`src/rtl/id_ex_stage.sv`:
```
// ID/EX pipeline register with load-use / ID-branch hazard detection,
// in-ID BEQ resolution and saturating stall/flush event counters.
module id_ex_stage #(
    parameter int ADDR_W = 64,
    parameter int DATA_W = 64
) (
    input  logic              clk,
    input  logic              rst_n,
    input  logic              mem_hold,
    input  logic              id_valid,
    input  logic [ADDR_W-1:0] id_pc,
    input  logic [4:0]        id_rs1_id,
    input  logic [4:0]        id_rs2_id,
    input  logic [4:0]        id_rd_id,
    input  logic              id_uses_rs1,
    input  logic              id_uses_rs2,
    input  logic [DATA_W-1:0] id_rs1_data,
    input  logic [DATA_W-1:0] id_rs2_data,
    input  logic              id_DataEqual,
    input  logic [DATA_W-1:0] id_imm,
    input  logic              id_is_branch,
    input  logic              id_RegWrite,
    input  logic              id_MemRead,
    input  logic              id_MemWrite,
    input  logic              id_ALUSrc,
    input  logic [3:0]        id_ALUOp,
    input  logic [4:0]        mem_rd_id,
    input  logic              mem_MemRead,
    output logic              ex_valid,
    output logic [ADDR_W-1:0] ex_pc,
    output logic [DATA_W-1:0] ex_rs1_data,
    output logic [DATA_W-1:0] ex_rs2_data,
    output logic [DATA_W-1:0] ex_imm,
    output logic [4:0]        ex_rd_id,
    output logic              ex_RegWrite,
    output logic              ex_MemRead,
    output logic              ex_MemWrite,
    output logic              ex_ALUSrc,
    output logic [3:0]        ex_ALUOp,
    output logic              stall,
    output logic              if_flush,
    output logic [ADDR_W-1:0] branch_target,
    output logic [31:0]       stall_cnt,
    output logic [31:0]       flush_cnt
);

    typedef struct packed {
        logic              valid;
        logic [ADDR_W-1:0] pc;
        logic [DATA_W-1:0] rs1;
        logic [DATA_W-1:0] rs2;
        logic [DATA_W-1:0] imm;
        logic [4:0]        rd;
        logic              rw;
        logic              mr;
        logic              mw;
        logic              as;
        logic [3:0]        op;
    } ex_t;

    ex_t         r_ex;
    ex_t         w_ex_nxt;
    ex_t         w_id;
    logic [31:0] r_stall_cnt;
    logic [31:0] r_flush_cnt;
    logic        w_match_ex;
    logic        w_match_mem;
    logic        w_load_use;
    logic        w_br_haz;
    logic        w_haz;
    logic        w_flush;

    function automatic logic f_match(
        input logic [4:0] r,
        input logic [4:0] rs1,
        input logic [4:0] rs2,
        input logic       u1,
        input logic       u2
    );
        return (r != 5'd0) && ((u1 && r == rs1) || (u2 && r == rs2));
    endfunction

    assign w_match_ex  = f_match(r_ex.rd, id_rs1_id, id_rs2_id,
                                 id_uses_rs1, id_uses_rs2);
    assign w_match_mem = f_match(mem_rd_id, id_rs1_id, id_rs2_id,
                                 id_uses_rs1, id_uses_rs2);

    assign w_load_use = id_valid && r_ex.valid && r_ex.mr && w_match_ex;
    assign w_br_haz   = id_valid && id_is_branch &&
                        ((r_ex.valid && r_ex.rw && w_match_ex) ||
                         (mem_MemRead && w_match_mem));
    assign w_haz      = w_load_use | w_br_haz;
    assign w_flush    = id_valid && id_is_branch && id_DataEqual &&
                        !w_haz && !mem_hold;

    assign w_id = '{valid: 1'b1, pc: id_pc, rs1: id_rs1_data,
                    rs2: id_rs2_data, imm: id_imm, rd: id_rd_id,
                    rw: id_RegWrite, mr: id_MemRead, mw: id_MemWrite,
                    as: id_ALUSrc, op: id_ALUOp};

    // Hold beats bubble beats advance.
    always_comb begin
        w_ex_nxt = r_ex;
        if (mem_hold)
            w_ex_nxt = r_ex;
        else if (w_haz || !id_valid)
            w_ex_nxt = '0;
        else
            w_ex_nxt = w_id;
    end

    always_ff @(posedge clk or negedge rst_n) begin
        if (!rst_n)
            r_ex <= '0;
        else
            r_ex <= w_ex_nxt;
    end

    always_ff @(posedge clk or negedge rst_n) begin
        if (!rst_n) begin
            r_stall_cnt <= '0;
            r_flush_cnt <= '0;
        end else if (!mem_hold) begin
            if (w_haz && r_stall_cnt != '1)
                r_stall_cnt <= r_stall_cnt + 32'd1;
            if (w_flush && r_flush_cnt != '1)
                r_flush_cnt <= r_flush_cnt + 32'd1;
        end
    end

    assign ex_valid      = r_ex.valid;
    assign ex_pc         = r_ex.pc;
    assign ex_rs1_data   = r_ex.rs1;
    assign ex_rs2_data   = r_ex.rs2;
    assign ex_imm        = r_ex.imm;
    assign ex_rd_id      = r_ex.rd;
    assign ex_RegWrite   = r_ex.rw;
    assign ex_MemRead    = r_ex.mr;
    assign ex_MemWrite   = r_ex.mw;
    assign ex_ALUSrc     = r_ex.as;
    assign ex_ALUOp      = r_ex.op;
    assign stall         = w_haz | mem_hold;
    assign if_flush      = w_flush;
    assign branch_target = id_pc + ADDR_W'(id_imm);
    assign stall_cnt     = r_stall_cnt;
    assign flush_cnt     = r_flush_cnt;

endmodule

```
`config.mk`:
```
export PLATFORM = sky130hd
export DESIGN_NAME = id_ex_stage
export DESIGN_NICKNAME = d
export VERILOG_FILES = /design/src/rtl/id_ex_stage.sv
export SDC_FILE = /design/constraint.sdc
export NUM_CORES = 1
export LEC_CHECK = 0
export CORE_AREA = 2 2 271 273
export CTS_CLUSTER_SIZE = 12
export DETAILED_ROUTE_END_ITERATION = 8
export DIE_AREA = 0 0 273 275
export GPL_TIMING_DRIVEN = 0
export PLACE_DENSITY_LB_ADDON = 0.25
export SYNTH_ARGS = -nofsm -noshare
export SYNTH_HDL_FRONTEND = slang
export SYNTH_SLANG_ARGS = --single-unit
```
`constraint.sdc`:
```
create_clock -name clk -period 7.4 [get_ports clk]
set_input_delay 1.11 -clock clk [delete_from_list [all_inputs] [get_ports clk]]
set_output_delay 1.11 -clock clk [all_outputs]
set_load 0.01 [all_outputs]
```
==> impl_results.md, run 1 <==
* Outcome: finished clean
* Critical Path RT at between 6 and 7 ns
* Setup ws final at 0.460 ns
* Final Cell Area at roughly 26000 um^2
* Critical Path, Cell by Cell: clkdlybuf4s50_1 -> ha_1 -> a21oi_1 -> nand4b_1 -> a2111oi_0 -> o311a_1 -> nor2_1 -> o21ai_0 -> a21oi_1 -> xnor2_1 -> clkdlybuf4s50_1
* Startpoint Class: input pin
* PwrDens at 215 nW/um^2
* Largest net degree at the start of global routing at between 100 and 150
* Critical path type: input pin to output pin
* Synth async-reset ratio at 1.00
* Worst-path clk slew at about 0.06 ns
* Fin crit share at 0.938
* CP max FO at 3
* CP Buf/Inv Count at 2
* # rows at between 90 and 100
* Core area at roughly 72000 um^2
* Pre-CTS worst setup slack at 0.395 ns
* Yosys warning total at 0
* Mapped Cells at approximately 1500
* Synth top area cells: dfrtp_1 50%, a22o_1 14%, xnor2_1 5.9%, ha_1 4.9%, a21oi_1 2.2%
* Post-Route WL at about 72 mm
* Port bufs at around 690
* Drt wl/cell at ~23 um
* Crit path DAT at 5.83 ns
* I/O pin count at between 600 and 700
* Max cap viols at 0
* Post-synth top area share at 0.505
* H-tree Lvls at 2
* Vias per inst at around 4.8
* Crit-path max cell delay at slightly below 1 ns
* Gr usage total at 0.181
* Clock sinks at approximately 330
* Vias in the first global route at 15810
* Leak Pwr at around 11 nW
* CTS tree: built
* Vias post-DR at between 15000 and 20000
* Mapped Area at around 17000 um^2
* Die Ht at 275 um
* CP Capture Type: output pin
* Unrepaired setup endpoints after global routing: false
* Placed insts at a little over 3000
* Hold_buf cts at 0
* Synth-to-Final Area Change at 58.3%
* Tmin final at ~6.9 ns
* Max frequency at about 140 MHz
* Top_reg_cell synth: dfrtp_1
* Worst Tran Pin Value at around 1.4 ns
* GP Congestion at around 0.9
* Final core utilization at 0.362
* First-pass GRT wire length at approximately 100 mm
* Fin. max-slew vios at 0
* Post-synth top area cell: dfrtp_1
* Worst path slowest cell: a2111oi_0
* Grt ovf at 0
* Placed instance area at between 20000 and 25000 um^2
* Sequential area share after synthesis at 0.505
* Post-synth EDFFs at 0
* Unique masters post-synth at a little under 80
* Post CTS Setup Buffer Count at 0
* Worst Skew at 0.00997 ns
* Register bit total from synthesis at 334
* Drt first pass iters at 5
* Die W at 273 um
* Most numerous cell in the Yosys netlist: dfrtp_1
* Latest clock arrival within the worst-skew pair at ~0.55 ns
* Clock Path Buffers at 3
* Initial antenna violation count at 6
* Crit path max-delay family: compound AO/OA/AOI/OAI gates
* Root Buffer Master: clkbuf_16
* Max VDD drop at around 0.14 mV
* Hold Vio Cnt, Final at 0
* Share of post-route cells with drive strength above 1 at 0.0667
* DP HPWL at around 57 mm
* Starting density of the core at 0.229
* Residual DRC count at 0
* Syn_area_per_cell at approximately 11 um^2
* Cts bufs inserted at 42
* DRT iter0 DRCs at ~770
* Synthesized net count at ~1800
* Min-Delay Path Class: flop to flop
* Most frequent cells after synthesis: 334 x dfrtp_1, 269 x a22o_1, 112 x xnor2_1, 80 x nand2_1, 74 x a21oi_1
* Post-CTS resize count at 0
* Post-route ant nets at 0
* Worst slew margin at 0.0935
* # setup viols final at 0
* Fin cells at between 3000 and 4000
* Final-stage net count at 2547
* Die Footprint at roughly 75000 um^2
[routing by layer]
| metal | part of all wire | track usage | up-vias |
|---|---|---|---|
| li1 | - | - | 6983 |
| met1 | 0.39 | 0.211 | 7674 |
| met2 | 0.50 | 0.321 | 603 |
| met3 | 0.083 | 0.0561 | 89 |
| met4 | 0.024 | 0.0469 | 4 |
| met5 | 0.00038 | 0 | - |
[where the power goes]
group / internal [mW] / switching, mW
logic: 0.742 / 0.698
registers: 1.95 / 0.0895
clock network: 1.29 / 0.860
total: 3.99 / 1.65
[worst reg2reg max path, stage by stage (launching register included)]
cell	delay, ns
dfrtp_1	0.46
or4_1	0.54
nor2_1	0.10
nor3_1	0.10
a22oi_2	0.30
nor2b_1	0.23
and2_1	0.16
buf_2	0.48
buf_6	0.32
buf_4	0.28
a22o_1	0.19
[final cells by class]
| cell class | instances | area (um^2) |
|---|---|---|
| Sequential cell | 334 | 8360 |
| Tap cell | 959 | 1200 |
| Clock inverter | 21 | 249 |
| Antenna cell | 4 | 10.0 |
| Multi-Input combinational cell | 1005 | 7670 |
| Buffer | 93 | 464 |
| Inverter | 18 | 67.6 |
| Fill cell | 7144 | 46100 |
| Timing Repair Buffer | 694 | 6990 |
| Clock buffer | 55 | 1200 |
[metrics by stage]
stage               total power, mW  hold WS [ns]  setup TNS (ns)
floorplan                      2.65         0.518               0
detailed placement             3.51         0.481               0
finish                         5.63         0.487               0
global placement               3.51         0.479        -3290.37
CTS                            5.72         0.492               0
global route                   5.90         0.509               0
[placed cells by master, fill, tap and decap left out, types with 10 or more instances in the layout]
cell / n
clkdlybuf4s50_1: 691
dfrtp_1: 334
a22o_1: 269
xnor2_1: 112
nand2_1: 80
a21oi_1: 74
ha_1: 65
clkbuf_1: 59
clkbuf_16: 43
nand4_1: 38
o21ai_0: 38
nor2_1: 38
xor2_1: 32
a21o_1: 29
nand3_1: 28
buf_4: 20
inv_1: 18
and2_1: 17
and3_1: 16
buf_2: 14
nor3_1: 14
and4_1: 10
o211ai_1: 10
a31oi_1: 10
[flip-flops by register name (all words and copies together) (netlist names)]
register / count
ex_rs2_data: 64
ex_pc: 64
stall_cnt: 32
ex_MemRead: 1
ex_valid: 1
flush_cnt: 32
ex_imm: 64
ex_rs1_data: 64
ex_ALUSrc: 1
ex_MemWrite: 1
ex_ALUOp: 4
ex_RegWrite: 1
ex_rd_id: 5
[worst paths after layout]
kind,start,endpoint,slack (ns),cells past startpoint
hold / removal,stall_cnt[27],stall_cnt[27],0.49,1
hold reg to reg,stall_cnt[27],stall_cnt[27],0.49,1
setup reg to reg,ex_rd_id[1],ex_rd_id[0],4.20,10
setup / recovery,id_pc[1],branch_target[57],0.46,11
max in group asynchronous,rst_n,ex_ALUOp[2],5.55,2
min in group asynchronous,rst_n,ex_imm[40],0.62,1
[kinds of logic after synthesis]
group                    synth area share
flip-flops                          0.505
AND/OR/NAND/NOR                    0.0950
XOR/XNOR                           0.0762
multiplexers                      0.00136
adder cells (fa/ha/maj)            0.0503
buffers and inverters              0.0321
AO/OA/AOI/OAI                       0.240
Note: power is estimated with default switching activity, not from simulation.
==> run 2: changes to the inputs <==
- CORE_AREA: 2 2 271 273 -> 3 3 272 274
- DIE_AREA: 0 0 273 275 -> 0 0 275 277
- SLEW_MARGIN: unset -> 0
==> impl_results.md, run 2 (synthesized netlist as in run 1, its figures left out) <==
* Worst slew margin at 0.323 (+0.229)
* H-tree Lvls at 2 (unchanged)
* Final setup TNS at 0 ns (unchanged)
* Fin. max-slew vios at 0 (unchanged)
* Worst path slowest cell: clkdlybuf4s50_1
* First-pass GRT wire length at 104 mm (+0.94%)
* Vias post-DR at 15237 (-0.76%)
* I/O pin count at 693 (unchanged)
* Worst Skew at 0.0141 ns (+0.00416 ns)
* DP HPWL at 57.8 mm (+1.8%)
* Clock sinks at 334 (unchanged)
* Final-stage net count at 2547 (unchanged)
* Hold_buf cts at 0 (unchanged)
* Synth-to-Final Area Change at 58.4% (about the same)
* Vias per inst at 4.80 (-0.47%)
* Root Buffer Master: clkbuf_16
* Startpoint Class: input pin
* CP Capture Type: output pin
* # rows at 98 (-1.0%)
* Port bufs at 692 (unchanged)
* Max frequency at 148 MHz (+2.8%)
* Largest net degree at the start of global routing at 116 (-2.5%)
* Worst r2r dst: ex_rd_id[3]
* Drt first pass iters at 5 (unchanged)
* Share of post-route cells with drive strength above 1 at 0.0626 (-0.00408)
* Final Cell Area at 26200 um^2 (about the same)
* Clock Path Buffers at 3 (unchanged)
* Fin crit share at 0.912 (-0.0258)
* PwrDens at 217 nW/um^2 (+1.0%)
* Die Ht at 277 um (+0.73%)
* Commonest non-fill, non-tap cell in the layout: clkdlybuf4s50_1
* Crit path DAT at 5.64 ns (-0.19 ns)
* Vias in the first global route at 15985 (+1.1%)
* Placed insts at 3094 (-0.29%)
* Critical Path RT at 6.29 ns (about the same)
* Gr usage total at 0.180 (-0.00108)
* Max VDD drop at 0.137 mV (-3.2%)
* Worst-path clk slew at 0.06 ns (about the same)
* Max cap viols at 0 (unchanged)
* Post-Route WL at 72.1 mm (+0.46%)
* Total Power at 5.70 mW (+1.1%)
* Fin cells at 3174 (-0.28%)
* Crit-path max cell delay at 0.61 ns (-0.38 ns)
* Outcome: finished clean
* Footprint of the multi-input gates at 7670 um^2 (unchanged)
* Cts bufs inserted at 42 (unchanged)
* Most frequent cells in the layout: 691 x clkdlybuf4s50_1, 334 x dfrtp_1, 269 x a22o_1, 112 x xnor2_1, 80 x nand2_1
* Min Hold Slack at 0.482 ns (-0.00459 ns)
* DRT iter0 DRCs at 761 (-0.91%)
* CP max FO at 4 (+1)
* Pre-CTS worst setup slack at 0.631 ns (+0.236 ns)
* Placed instance area at 24700 um^2 (about the same)
* Worst Tran Pin Value at 1.02 ns (-0.344 ns)
* Min-Delay Path Class: flop to flop
* Worst reg-to-reg path cell count at 10 (unchanged)
* Critical path type: input pin to output pin
* Initial antenna violation count at 11 (+5)
* Die W at 275 um (+0.73%)
* CTS tree: built
* Post-route ant nets at 0 (unchanged)
* Reg-to-Reg Start: ex_rd_id[1]
* Setup ws final at 0.652 ns (+0.191 ns)
* Die Footprint at 76200 um^2 (+1.5%)
* Drt wl/cell at 22.7 um (+0.74%)
* Post CTS Setup Buffer Count at 0 (unchanged)
* Unrepaired setup endpoints after global routing: false
* Hold Vio Cnt, Final at 0 (unchanged)
* Core area at 71600 um^2 (-1.0%)
* Starting density of the core at 0.231 (+0.00234)
* Worst reg-to-reg setup slack at 4.11 ns (-0.09 ns)
* Final core utilization at 0.366 (+0.00399)
* Grt ovf at 0 (unchanged)
* Crit path launch: id_pc[0]
* CP endpoint: branch_target[44]
* GP Congestion at 0.885 (-1.8%)
* Leak Pwr at 11.2 nW (about the same)
* # setup viols final at 0 (unchanged)
* Storage element area at 8360 um^2 (unchanged)
* Residual DRC count at 0 (unchanged)
* Latest clock arrival within the worst-skew pair at 0.56 ns (about the same)
* Fill count at 7082 (-0.87%)
* Critical Path, Cell by Cell: clkdlybuf4s50_1 -> ha_1 -> fa_1 -> a211oi_1 -> o21ai_1 -> a22oi_1 -> o41ai_2 -> a41oi_1 -> o41ai_2 -> a31oi_1 -> xnor2_1 -> clkdlybuf4s50_1
* Tmin final at 6.75 ns (-0.191 ns)
* Post-CTS resize count at 0 (unchanged)
## run 2: worst max-delay path, delay by kind of cell
kind	cells	cell delay (ns)
AO/OA/AOI/OAI	7	2.47
XOR/XNOR	1	0.15
adder cells (fa/ha/maj)	2	0.75
buffers and inverters	2	1.16
## run 2: layout make-up
| class | count | area share |
|---|---|---|
| tap | 950 | 0.0453 |
| antenna | 3 | 0.000286 |
| clock buffer | 64 | 0.0463 |
| sequential | 334 | 0.319 |
| inverter | 18 | 0.00258 |
| multi-input combinational | 1005 | 0.292 |
| timing repair buffer | 694 | 0.266 |
| clock inverter | 13 | 0.0103 |
| buffer | 93 | 0.0177 |
## run 2: worst min-delay path by stage
stage | from | end | slack, ns | cells after the start
6_report | flush_cnt[11] | flush_cnt[11] | 0.48 | 1
5_1_grt | flush_cnt[9] | flush_cnt[9] | 0.51 | 1
4_1_cts | flush_cnt[11] | flush_cnt[11] | 0.49 | 1
3_5_place_dp | flush_cnt[11] | flush_cnt[11] | 0.48 | 1
3_3_place_gp | stall_cnt[25] | stall_cnt[25] | 0.48 | 1
2_1_floorplan | flush_cnt[28] | flush_cnt[28] | 0.52 | 1
## run 2: power by group
| group | total, mW | switching [mW] | internal, mW |
|---|---|---|---|
| clock | 2.21 | 0.834 | 1.38 |
| sequential | 2.04 | 0.0884 | 1.95 |
| combinational | 1.44 | 0.699 | 0.742 |
| total | 5.70 | 1.62 | 4.08 |
## run 2: metal layers
metal  vias up  routed length (um)  share of wire  track usage
met2       622               35400           0.49        0.314
met1      7483               27700           0.38        0.204
li1       6996                   -              -            -
met3       128                6490          0.090       0.0606
met4         8                2470          0.034       0.0623
met5         -                  62        0.00086            0
